--- src/rtl/uart_tx_fifo.sv ---
// Transmit byte buffer in front of a UART transmitter: stores up to DEPTH bytes and
// launches them one at a time over a start/done handshake, abandoning a frame after TIMEOUT cycles.
module uart_tx_fifo #(
  parameter int DEPTH   = 8,
  parameter int ADDR_W  = 3,
  parameter int TIMEOUT = 32
) (
  input  logic              clk,
  input  logic              reset,
  input  logic              wr_en,
  input  logic [7:0]        wr_data,
  output logic              full,
  output logic              empty,
  output logic [ADDR_W:0]   count,
  output logic              overflow,
  output logic              tx_start,
  output logic [7:0]        tx_data,
  input  logic              tx_done,
  output logic              busy,
  output logic              timeout_err
);

  localparam logic [0:0] S_IDLE = 1'b0;
  localparam logic [0:0] S_WAIT = 1'b1;

  logic [0:0]        r_state;
  logic [7:0]        r_mem [DEPTH];
  logic [ADDR_W-1:0] r_wr_ptr;
  logic [ADDR_W-1:0] r_rd_ptr;
  logic [ADDR_W:0]   r_count;
  logic [7:0]        r_timer;
  logic              r_full;
  logic              r_empty;
  logic              r_overflow;
  logic              r_tx_start;
  logic [7:0]        r_tx_data;
  logic              r_busy;
  logic              r_timeout_err;

  logic              w_push;
  logic              w_pop;
  logic              w_timeout_hit;
  logic [ADDR_W:0]   w_count_nxt;

  // full is the registered flag, so a push in the same cycle as a launch from full is rejected
  assign w_push        = wr_en && !r_full;
  assign w_pop         = (r_state == S_IDLE) && !r_empty;
  assign w_timeout_hit = (r_timer == 8'(TIMEOUT - 1));

  always_comb begin
    w_count_nxt = r_count;
    if (w_push && !w_pop)
      w_count_nxt = r_count + (ADDR_W+1)'(1);
    else if (!w_push && w_pop)
      w_count_nxt = r_count - (ADDR_W+1)'(1);
  end

  always_ff @(posedge clk) begin
    if (w_push)
      r_mem[r_wr_ptr] <= wr_data;
  end

  always_ff @(posedge clk or posedge reset) begin
    if (reset) begin
      r_state       <= S_IDLE;
      r_wr_ptr      <= '0;
      r_rd_ptr      <= '0;
      r_count       <= '0;
      r_timer       <= '0;
      r_full        <= 1'b0;
      r_empty       <= 1'b1;
      r_overflow    <= 1'b0;
      r_tx_start    <= 1'b0;
      r_tx_data     <= 8'h00;
      r_busy        <= 1'b0;
      r_timeout_err <= 1'b0;
    end else begin
      r_overflow    <= wr_en && r_full;
      r_count       <= w_count_nxt;
      r_full        <= (w_count_nxt == (ADDR_W+1)'(DEPTH));
      r_empty       <= (w_count_nxt == '0);
      r_tx_start    <= 1'b0;
      r_timeout_err <= 1'b0;
      if (w_push)
        r_wr_ptr <= r_wr_ptr + ADDR_W'(1);
      case (r_state)
        S_IDLE: begin
          if (!r_empty) begin
            r_tx_data  <= r_mem[r_rd_ptr];
            r_rd_ptr   <= r_rd_ptr + ADDR_W'(1);
            r_tx_start <= 1'b1;
            r_timer    <= '0;
            r_busy     <= 1'b1;
            r_state    <= S_WAIT;
          end
        end
        S_WAIT: begin
          r_timer <= r_timer + 8'd1;
          // done takes priority over a coincident timeout
          if (tx_done) begin
            r_busy  <= 1'b0;
            r_state <= S_IDLE;
          end else if (w_timeout_hit) begin
            r_busy        <= 1'b0;
            r_timeout_err <= 1'b1;
            r_state       <= S_IDLE;
          end
        end
      endcase
    end
  end

  assign full        = r_full;
  assign empty       = r_empty;
  assign count       = r_count;
  assign overflow    = r_overflow;
  assign tx_start    = r_tx_start;
  assign tx_data     = r_tx_data;
  assign busy        = r_busy;
  assign timeout_err = r_timeout_err;

endmodule
--- config.mk ---
export PLATFORM = sky130hd
export DESIGN_NAME = uart_tx_fifo
export DESIGN_NICKNAME = d
export VERILOG_FILES = /design/src/rtl/uart_tx_fifo.sv
export SDC_FILE = /design/constraint.sdc
export NUM_CORES = 1
export LEC_CHECK = 0
export ABC_CLOCK_PERIOD_IN_PS = 1960
export CORE_MARGIN = 5
export CORE_UTILIZATION = 42
export CTS_CLUSTER_DIAMETER = 40
export DETAILED_ROUTE_END_ITERATION = 7
export PLACE_DENSITY = 0.67
export RECOVER_POWER = 100
export SETUP_SLACK_MARGIN = 0.15
export SKIP_CTS_REPAIR_TIMING = 1
export SLEW_MARGIN = 40
export SYNTH_ARGS = -nofsm -noshare
export SYNTH_HDL_FRONTEND = slang
export SYNTH_SLANG_ARGS = --single-unit
export TNS_END_PERCENT = 30
--- constraint.sdc ---
create_clock -name clk -period 1.96 [get_ports clk]
set_clock_uncertainty 0.2 [all_clocks]
set_input_delay 0.392 -clock clk [delete_from_list [all_inputs] [get_ports clk]]
set_output_delay 0.392 -clock clk [all_outputs]
set_load 0.01 [all_outputs]
Word level (Yosys, flattened, before mapping). Memory sizes are Yosys's and may differ from the RTL's. A register that Yosys moved wholly into a read port is not among the register bits. Index checks and enable logic that the tools add are counted.

Bits in registers: 25. Memory bits (writable): 64. Output and inout port bits: 18. Logic and storage cells: 53. Memories: 1.

Add/subtract/negate cells: 5. Eq/ne operators: 4. Mux-type cells: 18. Bitwise operators: 2. Reduce and logical (&&, ||, !) cells: 12.

Memory list: r_mem (words 8, width 8, read ports 1, clocked after Yosys merged registers in 1, write ports 1, line 27) `logic [7:0] r_mem [DEPTH];`.

Operators by type and width (count): case mux 8 bit (2 select lines) (1); two-way mux 1 bit (12); adder 8 x 1 -> 8 bit (second input constant) (1); equality test 8 x 5 -> 1 bit (second input constant) (1); two-way mux 4 bit (2); two-way mux 8 bit (1); adder 3 x 1 -> 3 bit (second input constant) (2); logical AND 1 bit (5); adder 4 x 1 -> 4 bit (second input constant) (1); equality test 4 bit (second input constant) (1); zero test 1 bit (4); zero test 4 bit (1); case mux 1 bit (2 select lines) (2); AND reduction 2 bit (2); subtractor 4 x 1 -> 4 bit (second input constant) (1); inequality test 3 x 2 -> 1 bit (second input constant) (1); inequality test 2 bit (second input constant) (1); NOT 1 bit (2).

Depth between registers and ports, before layout. Gate-level depths: netlist of run 1.

Depth after elaboration: 7. Gate-level depth with buffers: 7.

Worst setup path before layout of run 1. Ideal clock, no wire load.

Path type: flip-flop to flip-flop. Start: register r_full, in the netlist full. End: memory r_mem[0][0] (enable). Setup time: 0.383 ns. Arrival: 1.464 ns. Data required time: 1.377 ns. Path slack: -0.088 ns. Cell stages (with the launch flop): 5. Buffers on the path: 1. Period minus slack after synthesis: 2.048 ns. Path through: dfrtp_1 > nor2b_1 > buf_2 > nand2b_1 > nor3_1.

Longest elaborated chain between the ends: 4.

RTL lines: start, declared (line 32) `logic r_full;`; start signal, assigned (line 80) `r_full <= (w_count_nxt == (ADDR_W+1)'(DEPTH));`; zero test 1 bit (line 46) `assign w_push = wr_en && !r_full;`; logical AND 1 bit (line 46); two-way mux 1 bit (line 59) `if (w_push)`; two-way mux 1 bit (implied by the code) (line 60) `r_mem[r_wr_ptr] <= wr_data;`; end, declared (line 27).

Every way passes these cells.

Worst setup path after layout of run 1.
Start: register r_state. End: register r_full, in the netlist full.

Longest elaborated chain between the ends: 6. Elaborated cells between the ends (all ways): 8. Classes of those cells: eq/ne: 1; mux: 2; bitwise: 1; reduce/logical: 4.

RTL lines: start, declared (line 26) `logic [0:0] r_state;`; start signal, assigned (line 65) `r_state <= S_IDLE;`; start signal, assigned (line 94) `r_state <= S_WAIT;`; start signal, assigned (line 102) `r_state <= S_IDLE;`; NOT 1 bit (no line) (*); logical AND 1 bit (*) (line 47) `assign w_pop = (r_state == S_IDLE) && !r_empty;`; logical AND 1 bit or zero test 1 bit (tied branches) (line 54, 52); two-way mux 4 bit or logical AND 1 bit (tied branches) (line 54, 52); two-way mux 4 bit (*) (line 52) `if (w_push && !w_pop)`; via w_count_nxt[2] (line 43) `logic [ADDR_W:0] w_count_nxt;`; equality test 4 bit (*) (line 80).

Mark *: on every way through the listed nets, which the timed path passes. The rest lies on a longest branch. A chain may end at the register's enable or synchronous reset.

==> results.toml, run 1 <==
[outcome]
outcome = "completed"

[timing]
fin_crit_sh_pct = 94.77
max_slew.worst_pin.slew_ns = 0.7936
hold_ws_ns = 0.1378
fmax_mhz = 538.4
period_minus_slack_ns = 1.857
hold_viol = 0
setup_viol = 0
slew_headroom_pct = 47.09
rsz0062_at_grt = "yes"
drv_slew = 0

[logic_synthesis]
synth.yosys.seq_area_share_pct = 68.72
ys.flop_type = "edfxtp_1"
synth_compound_area_share_pct = 3.816
synth_area_um2 = 4000
synth_top_family_by_area = "multiplexers"
synth.distinct_cells = 44
synth_seq_cells = 97
synth_edf_count = 64
synthXorXnorAreaFrac_pct = 1.501
synth_fa_ha_area_share_pct = 1.564
syn_inst = 251
synth_warnings = 0
yosysTopAreaCell = "edfxtp_1"
yosysMostFrequentCell = "edfxtp_1"
async_flop_share_pct = 34.02
yosys-mux-area-fraction_pct = 12.04
synthTopCellsByArea = "edfxtp_1, dfrtp_1, mux4_2, nand2_1, mux2i_1"
syn_nets = 268
synth_top_area_share_pct = 48.05
synth_area_per_cell_um2 = 15.94
synth-simple-area-share_pct = 9.822
synthTopCellsByCount = "edfxtp_1, dfrtp_1, nand2_1, mux4_2"

[detailed_routing]
drt-initial-drc-count = 158
drtAntennaViolNets = 0
vias = 2178
drt_pass1_iterations = 4
wl_mm = 6.885
vias_per_cell = 4.939
drc = 0
wl_per_cell_um = 15.61

[cells_and_area]
area_delta_synth_final_pct = 19.67
final_layout_size_suffix_gt1_share_pct = 21.79
layout.nets = 324
n_antenna_cell = 0

[grt]
antenna_found_initial = 0
grt_usage_pct = 13.51
grt_overflow = 0
grt_pass1_vias = 2182
grt_pass1_wl_mm = 11.72
grt_max_degree = 34

[die]
pin_count = 30
num_rows = 35
die_area_um2 = 11580
die_y_um = 107.6
fp.dieW_um = 107.6
start_util_pct = 43.09
coreArea_um2 = 9284

[critical_path]
cp-end-kind = "flop"
cp_data_arrival_time_ns = 1.89
crit_path_max_fanout = 4
cp_slowest_stage_delay_ns = 0.50
critical_path_class = "reg -> reg"
startpoint_type = "flop"
crit_chain = "or2_4 > buf_4 > or4_1 > nand4_2 > nor4_2"
cp_slowest_cell = "or4_1"
required_ns = 2.00

[run]
max_cap_viol_count = 0

[placed_design]
place_hpwl_mm = 4.739
routabilityCongestion = 0.7261
port_buffers = 29

[pwr]
total_power_mw = 6.761
irDropWorstVdd_mv = 0.5025
p_leak_nw = 1.796
p_per_area_nw_per_um2 = 1412

[clock_tree]
cts.clk_slew.worst_paths_ns = 0.09
htree_levels = 3
cts-root-buf = "clkbuf_8"
clk_latency_ns = 0.36
cts_tree = "done"
clock_path_buffers = 2
numCtsBuffers = 9
clock-sinks = 97

[worst_hold_path]
hp-class = "in -> reg"
==> layout make-up <==
class | instances | area [µm²]
Sequential cell | 97 | 2750
Tap cell | 129 | 161.4
Multi-Input combinational cell | 138 | 1169
Fill cell | 802 | 4497
Clock buffer | 10 | 127.6
Inverter | 5 | 23.77
Clock inverter | 6 | 90.09
Timing Repair Buffer | 56 | 465.4
==> per-layer routing <==
metal | wire length, µm | GRT usage, % | up-vias | share of wire [%]
li1 | - | - | 1050 | -
met3 | 233 | 2.400 | 11 | 3.4
met4 | 148 | 6.763 | 0 | 2.1
met1 | 3289 | 19.70 | 1081 | 48
met2 | 3214 | 19.45 | 36 | 47
met5 | 0 | 0 | - | 0
==> sequential cells by signal, summed over array words and instances (netlist names) <==
signal       cells
busy             1
count            4
empty            1
full             1
overflow         1
r_mem           64
r_rd_ptr         3
r_state          1
r_timer          8
r_wr_ptr         3
timeout_err      1
tx_data          8
tx_start         1
==> worst max-delay path, delay by kind of cell (launching register included) <==
kind | cells | cell delay [ns]
DFF | 1 | 0.39
buffers and inverters | 1 | 0.16
and+or+nand+nor | 4 | 0.98
==> placed cells by master, fill, tap and decap left out, drive strengths merged, types with 2 or more instances in the layout <==
cell type	netlist	final
nor2	11	11
bufinv	0	2
dfrtp	32	32
edfxtp	64	64
clkdlybuf4s25	0	15
clkinv	1	2
and3	2	2
xnor2	6	6
clkinvlp	0	2
nor2b	3	3
nor3	5	5
a211oi	2	2
mux4	16	16
or3	2	2
nand3	5	5
clkbuf	3	28
nor4	2	2
inv	4	5
dlymetal6s2s	0	3
nand2b	5	5
nand2	31	31
dlygate4sd3	0	9
buf	8	9
nand4	2	2
ha	5	5
o211ai	2	2
o21ai	16	16
mux2i	11	11
==> logic make-up after synthesis <==
logic type	Yosys count
DFF	97
adders and majority gates	5
muxes	28
buffers and inverters	16
xor gates and xnor gates	6
and+or+nand+nor	75
AOI/OAI and AO/OA	24
==> report_power, final <==
part / switching (mW) / internal [mW]
Sequential: 0.243 / 2.65
Combinational: 1.26 / 1.21
Clock: 0.675 / 0.723
Total: 2.18 / 4.58
==> through the flow <==
stage | setup TNS, ns | cells | area, µm² | util [%] | setup WS, ns
after CTS | -0.3441 | 437 | 4807 | 51.78 | -0.1311
after detailed placement | -13.20 | 421 | 4589 | 49.43 | -0.2372
after floorplan | -0.5539 | 251 | 4005 | - | -0.06923
final | 0 | 441 | 4787 | 51.56 | 0.1025
after global placement | -11.21 | 421 | 4589 | 49.43 | -0.1907
after global routing | 0 | 441 | 4787 | 51.56 | 0.03731
==> final timing paths <==
path / from / endpoint / slack [ns] / cells after the start
min in group asynchronous: reset / tx_data[7]$_DFFE_PP0P_ / 0.50 / 3
setup / recovery: r_state$_DFF_PP0_ / full$_DFF_PP0_ / 0.10 / 5
hold reg to reg: tx_data[7]$_DFFE_PP0P_ / tx_data[7]$_DFFE_PP0P_ / 0.28 / 2
max in group asynchronous: reset / count[1]$_DFF_PP0_ / 0.50 / 3
hold / removal: wr_en / overflow$_DFF_PP0_ / 0.14 / 2
setup reg to reg: r_state$_DFF_PP0_ / full$_DFF_PP0_ / 0.10 / 5
(Power assumes the default switching activity.)
==> run 2: changes to the inputs <==
--- a/config.mk
+++ b/config.mk
@@ -8,6 +8,7 @@
 export ABC_CLOCK_PERIOD_IN_PS = 1960
 export CORE_MARGIN = 5
 export CORE_UTILIZATION = 42
+export CTS_BUF_LIST = sky130_fd_sc_hd__clkbuf_16
 export CTS_CLUSTER_DIAMETER = 40
 export DETAILED_ROUTE_END_ITERATION = 7
 export PLACE_DENSITY = 0.67
==> run 2 against run 1 <==
  * Largest power group unchanged
  * Count of clock-buffer cells in the layout decreased by 1
  * Worst hold slack improved by 0.016 ns
  * Critical path depth decreased by 4
  * Largest cell class unchanged
  * Power increased by 7.3%
==> results.toml, run 2 (synthesis gave the netlist of run 1 again) <==
[critical_path]
path_buf_inv = 1
path_delay_family = "buffers and inverters"
r2r-end = "full$_DFF_PP0_"
crit_cells = 1
crit_chain = "dlygate4sd3_1"
cp-startpoint = "tx_data[5]$_DFFE_PP0P_"
required_ns = 1.37
endpoint = "tx_data[5]"
critical_path_class = "reg -> out"
startpoint_type = "flop"
r2r_setup_slack_ns = 0.13
cp_slowest_cell = "dlygate4sd3_1"
rr_worst_depth = 5
cp_data_arrival_time_ns = 1.31
crit_path_max_fanout = 2
rr_startpoint = "empty$_DFF_PP1_"
cp-end-kind = "primary output"
cp_slowest_stage_delay_ns = 0.60

[cells_and_area]
final_area_um2 = 4886
layout_common_cells = "edfxtp_1, nand2_1, dfrtp_1"
largest_reg_flops = 64
multiInputGateArea_um2 = 1161
fin_cells = 440
top_register = "r_mem"
final_layout_size_suffix_gt1_share_pct = 20.90
fill_cells = 785
layout.nets = 323
layout_commonest_cell = "edfxtp_1"
area_delta_synth_final_pct = 22.15
regArea_um2 = 2750
n_antenna_cell = 0

[pwr]
p_leak_nw = 1.864
irDropWorstVdd_mv = 0.6364
p_per_area_nw_per_um2 = 1484

[run]
max_cap_viol_count = 0

[timing]
rsz0062_at_grt = "yes"
hold_ws_ns = 0.1537
drv_slew = 0
period_minus_slack_ns = 1.906
hold_viol = 0
setup_viol = 0
slew_headroom_pct = 46.41
max_slew.worst_pin.slew_ns = 0.8039
fmax_mhz = 524.8
fin_crit_sh_pct = 97.22

[die]
die_y_um = 107.6
coreArea_um2 = 9284
pin_count = 30
fp.dieW_um = 107.6
die_area_um2 = 11580
num_rows = 35
start_util_pct = 43.09

[clock_tree]
cts.clk_slew.worst_paths_ns = 0.06
htree_levels = 3
clk_latency_ns = 0.34
clock_path_buffers = 2
cts-root-buf = "clkbuf_16"
cts_tree = "done"
clock-sinks = 97
numCtsBuffers = 9

[detailed_routing]
wl_per_cell_um = 15.78
drt-initial-drc-count = 159
drt_pass1_iterations = 4
vias = 2207
drc = 0
wl_mm = 6.944
drtAntennaViolNets = 0
vias_per_cell = 5.016

[placed_design]
routabilityCongestion = 0.7261
place_hpwl_mm = 4.739
placed_cells_incl_taps = 421
dpl_cell_area_um2 = 4589
port_buffers = 29

[grt]
grt_pass1_vias = 2174
grt_usage_pct = 13.54
antenna_found_initial = 0
grt_max_degree = 34
grt_pass1_wl_mm = 11.81
grt_overflow = 0

[outcome]
outcome = "completed"

[worst_hold_path]
hp-class = "in -> reg"
run 2: cell count changes in the layout (fill, tap and decap cells not counted), moves of 2 or more:
cell and delta:
buf_4 -2, buf_6 +2, clkbuf_16 +9, clkbuf_8 -9, clkdlybuf4s25_1 -13, clkdlybuf4s50_1 +7
dlygate4sd3_1 +6, nor3_2 -2
run 2: layer usage:
metal  global-route usage [%]  up-vias  share of wire [%]
met5                        0        -                  0
met4                    5.681        0                1.9
met3                    3.119       10                3.5
met2                    19.49       36                 47
met1                    19.74     1107                 47
li1                         -     1054                  -
run 2: area by class of cell:
| cell class | instances | area share (%) |
|---|---|---|
| Sequential cell | 97 | 56.29 |
| Multi-Input combinational cell | 138 | 23.76 |
| Timing Repair Buffer | 55 | 9.577 |
| Clock buffer | 9 | 4.609 |
| Tap cell | 129 | 3.303 |
| Clock inverter | 7 | 1.921 |
| Inverter | 5 | 0.5378 |
run 2: worst min path at each step:
stage | start | to | depth (start not counted)
after floorplan | r_timer[7]$_DFFE_PP0P_ | r_timer[7]$_DFFE_PP0P_ | 1
after global placement | busy$_DFFE_PP0P_ | busy$_DFFE_PP0P_ | 1
after detailed placement | busy$_DFFE_PP0P_ | busy$_DFFE_PP0P_ | 1
after CTS | reset | tx_data[7]$_DFFE_PP0P_ | 3
after global routing | wr_en | overflow$_DFF_PP0_ | 2
final | wr_en | overflow$_DFF_PP0_ | 2
run 2: report_power, final:
group          switching [mW]  internal (mW)
combinational            1.28           1.25
sequential              0.227           2.65
clock                   0.733           1.12
run 2: through the flow:
stage          setup slack, ns  total power, mW  TNS [ns]  utilization (%)
6_report               0.05445            7.252         0            52.63
5_1_grt                0.02343            7.741         0            52.63
4_1_cts               -0.09731            7.409   -0.2022            52.87
3_5_place_dp           -0.2372            5.543    -13.20            49.43
3_3_place_gp           -0.1907            5.500    -11.21            49.43
2_1_floorplan         -0.06923            4.657   -0.5539                -
run 2: worst reg2reg max path, delay by kind of cell, from the launching register on:
family,cells,cell delay (ns)
buf+inv,1,0.14
flops,1,0.40
simple gates,4,1.00
==> run 3: changes to the inputs <==
--- a/config.mk
+++ b/config.mk
@@ -5,13 +5,14 @@
 export SDC_FILE = /design/constraint.sdc
 export NUM_CORES = 1
 export LEC_CHECK = 0
-export ABC_CLOCK_PERIOD_IN_PS = 1960
+export ABC_CLOCK_PERIOD_IN_PS = 2100
 export CORE_MARGIN = 5
 export CORE_UTILIZATION = 42
 export CTS_BUF_LIST = sky130_fd_sc_hd__clkbuf_16
 export CTS_CLUSTER_DIAMETER = 40
 export DETAILED_ROUTE_END_ITERATION = 7
-export PLACE_DENSITY = 0.67
+export GPL_TIMING_DRIVEN = 0
+export PLACE_DENSITY = 0.64
 export RECOVER_POWER = 100
 export SETUP_SLACK_MARGIN = 0.15
 export SKIP_CTS_REPAIR_TIMING = 1
==> constraint.sdc (replaced) <==
create_clock -name clk -period 2.1 [get_ports clk]
set_clock_uncertainty 0.2 [all_clocks]
set_input_delay 0.42 -clock clk [delete_from_list [all_inputs] [get_ports clk]]
set_output_delay 0.42 -clock clk [all_outputs]
set_load 0.01 [all_outputs]
==> run 3 against run 2 <==
  * Sequential power shrank 5%
  * Largest cell class unchanged
  * Non-clock buffer count shrank 5
  * Wire length grew 8.5%
  * Critical path type is now in -> reg
  * Cell area is essentially flat
==> results.toml, run 3 (synthesis gave the netlist of run 1 again) <==
[timing]
fin_ws_ns = 0.04046
setup_tns_ns = 0
max_slew.worst_pin.slew_ns = 1.263
rsz0062_at_grt = "yes"
setup_viol = 0
period_minus_slack_ns = 2.060
slew_headroom_pct = 15.69
fin_crit_sh_pct = 98.07
drv_slew = 0
hold_ws_ns = 0.2710
fmax_mhz = 485.5
hold_viol = 0

[critical_path]
rr_worst_depth = 5
r2r-end = "tx_data[7]$_DFFE_PP0P_"
cp_data_arrival_time_ns = 1.91
cp_slowest_cell = "clkdlybuf4s50_1"
path_buf_inv = 3
cp_slowest_stage_delay_ns = 0.52
cp-end-kind = "flop"
crit_chain = "clkdlybuf4s50_1 > nor2b_1 > buf_6 > nand2b_2 > nor3_1 > buf_4"
required_ns = 1.95
startpoint_type = "input pin"
crit_path_max_fanout = 9
r2r_setup_slack_ns = 0.10
critical_path_class = "in -> reg"
rr_startpoint = "r_rd_ptr[1]$_DFFE_PP0P_"
path_delay_family = "buffers and inverters"

[worst_hold_path]
whs_path_depth = 2
hold_end = "tx_data[0]$_DFFE_PP0P_"
min_from = "tx_data[0]$_DFFE_PP0P_"
hp-class = "reg -> reg"

[die]
start_util_pct = 43.09
fp.dieW_um = 107.6
die_area_um2 = 11580
coreArea_um2 = 9284
pin_count = 30
num_rows = 35
die_y_um = 107.6

[grt]
grt_usage_pct = 13.87
grt_use_met2_pct = 20.78
grt_pass1_vias = 2185
grt_overflow = 0
grt_max_degree = 34
grt_pass1_wl_mm = 11.94
grt_use_met1_pct = 19.62
gr-max-usage-layer = "met2"
use_met3_pct = 3.659
antenna_found_initial = 0

[cells_and_area]
largest_reg_flops = 64
final_util_pct = 52.59
n_antenna_cell = 0
fill_cells = 783
area_delta_synth_final_pct = 22.05
layout_commonest_cell = "edfxtp_1"
final_layout_size_suffix_gt1_share_pct = 21.24
layout_common_cells = "edfxtp_1, dfrtp_1, nand2_1"
layout.nets = 318
top_register = "r_mem"

[detailed_routing]
drt-initial-drc-count = 116
wl_per_cell_um = 17.32
vias = 2205
drt_pass1_iterations = 4
drtAntennaViolNets = 0
drc = 0
vias_per_cell = 5.069
wl_mm = 7.535

[pwr]
irDropWorstVdd_mv = 0.4689
p_per_area_nw_per_um2 = 1363
p_leak_nw = 1.823

[clock_tree]
cts_tree = "done"
clk_latency_ns = 0.33
htree_levels = 3
clock-sinks = 97
numCtsBuffers = 9
cts.clk_slew.worst_paths_ns = 0.07
clock_path_buffers = 2
cts-root-buf = "clkbuf_16"

[placed_design]
place_hpwl_mm = 4.736
port_buffers = 29
routabilityCongestion = 0.7833
dp_slack_ns = -0.7300

[run]
max_cap_viol_count = 0

[outcome]
outcome = "completed"
-- run 3: per-layer routing --
layer / up-vias / wire length (µm)
met5: - / 0
met4: 0 / 93
met3: 5 / 195
met2: 30 / 3638
met1: 1125 / 3609
li1: 1045 / -
-- run 3: worst reg2reg max path: cells and delay by family, from the launching register on --
family / cells / cell delay (ns)
multiplexers: 2 / 0.76
buffers and inverters: 2 / 0.45
flip-flops: 1 / 0.34
AO/OA/AOI/OAI: 1 / 0.11
-- run 3: stage by stage --
stage | instance area, µm² | cells | power [mW]
finish | 4882 | 435 | 6.654
global route | 4882 | 435 | 7.093
CTS | 4753 | 425 | 6.691
detailed placement | 4472 | 409 | 5.150
global placement | 4457 | 409 | 5.077
floorplan | 4005 | 251 | 4.347
-- run 3: how the worst max path moves through the flow --
| stage | from | endpoint | slack (ns) | cells past startpoint |
|---|---|---|---|---|
| finish | wr_en | r_mem[0][0]$_DFFE_PP_ | 0.04 | 6 |
| global route | wr_en | r_mem[0][0]$_DFFE_PP_ | 0.003 | 6 |
| CTS | wr_en | r_mem[5][0]$_DFFE_PP_ | -0.37 | 5 |
| detailed placement | wr_en | r_mem[5][1]$_DFFE_PP_ | -0.73 | 5 |
| global placement | wr_en | r_mem[1][5]$_DFFE_PP_ | -0.98 | 5 |
| floorplan | full$_DFF_PP0_ | r_mem[1][0]$_DFFE_PP_ | 0.07 | 4 |
-- run 3: area by class of cell --
cell class              count  area (µm²)  area share, %
flip-flops and latches     97        2749          56.30
multi-input cells         138        1186          24.30
repair buffers             39       400.4          8.201
clock buffers               9       225.2          4.613
well taps                 129       161.4          3.306
plain buffers              11       80.08          1.640
clock inverters             7       56.30          1.153
inverters                   5       23.77         0.4869
-- run 3: power by group --
| part | switching, mW | internal (mW) | total, mW |
|---|---|---|---|
| Combinational | 1.23 | 1.15 | 2.38 |
| Sequential | 0.272 | 2.47 | 2.74 |
| Clock | 0.716 | 0.815 | 1.53 |
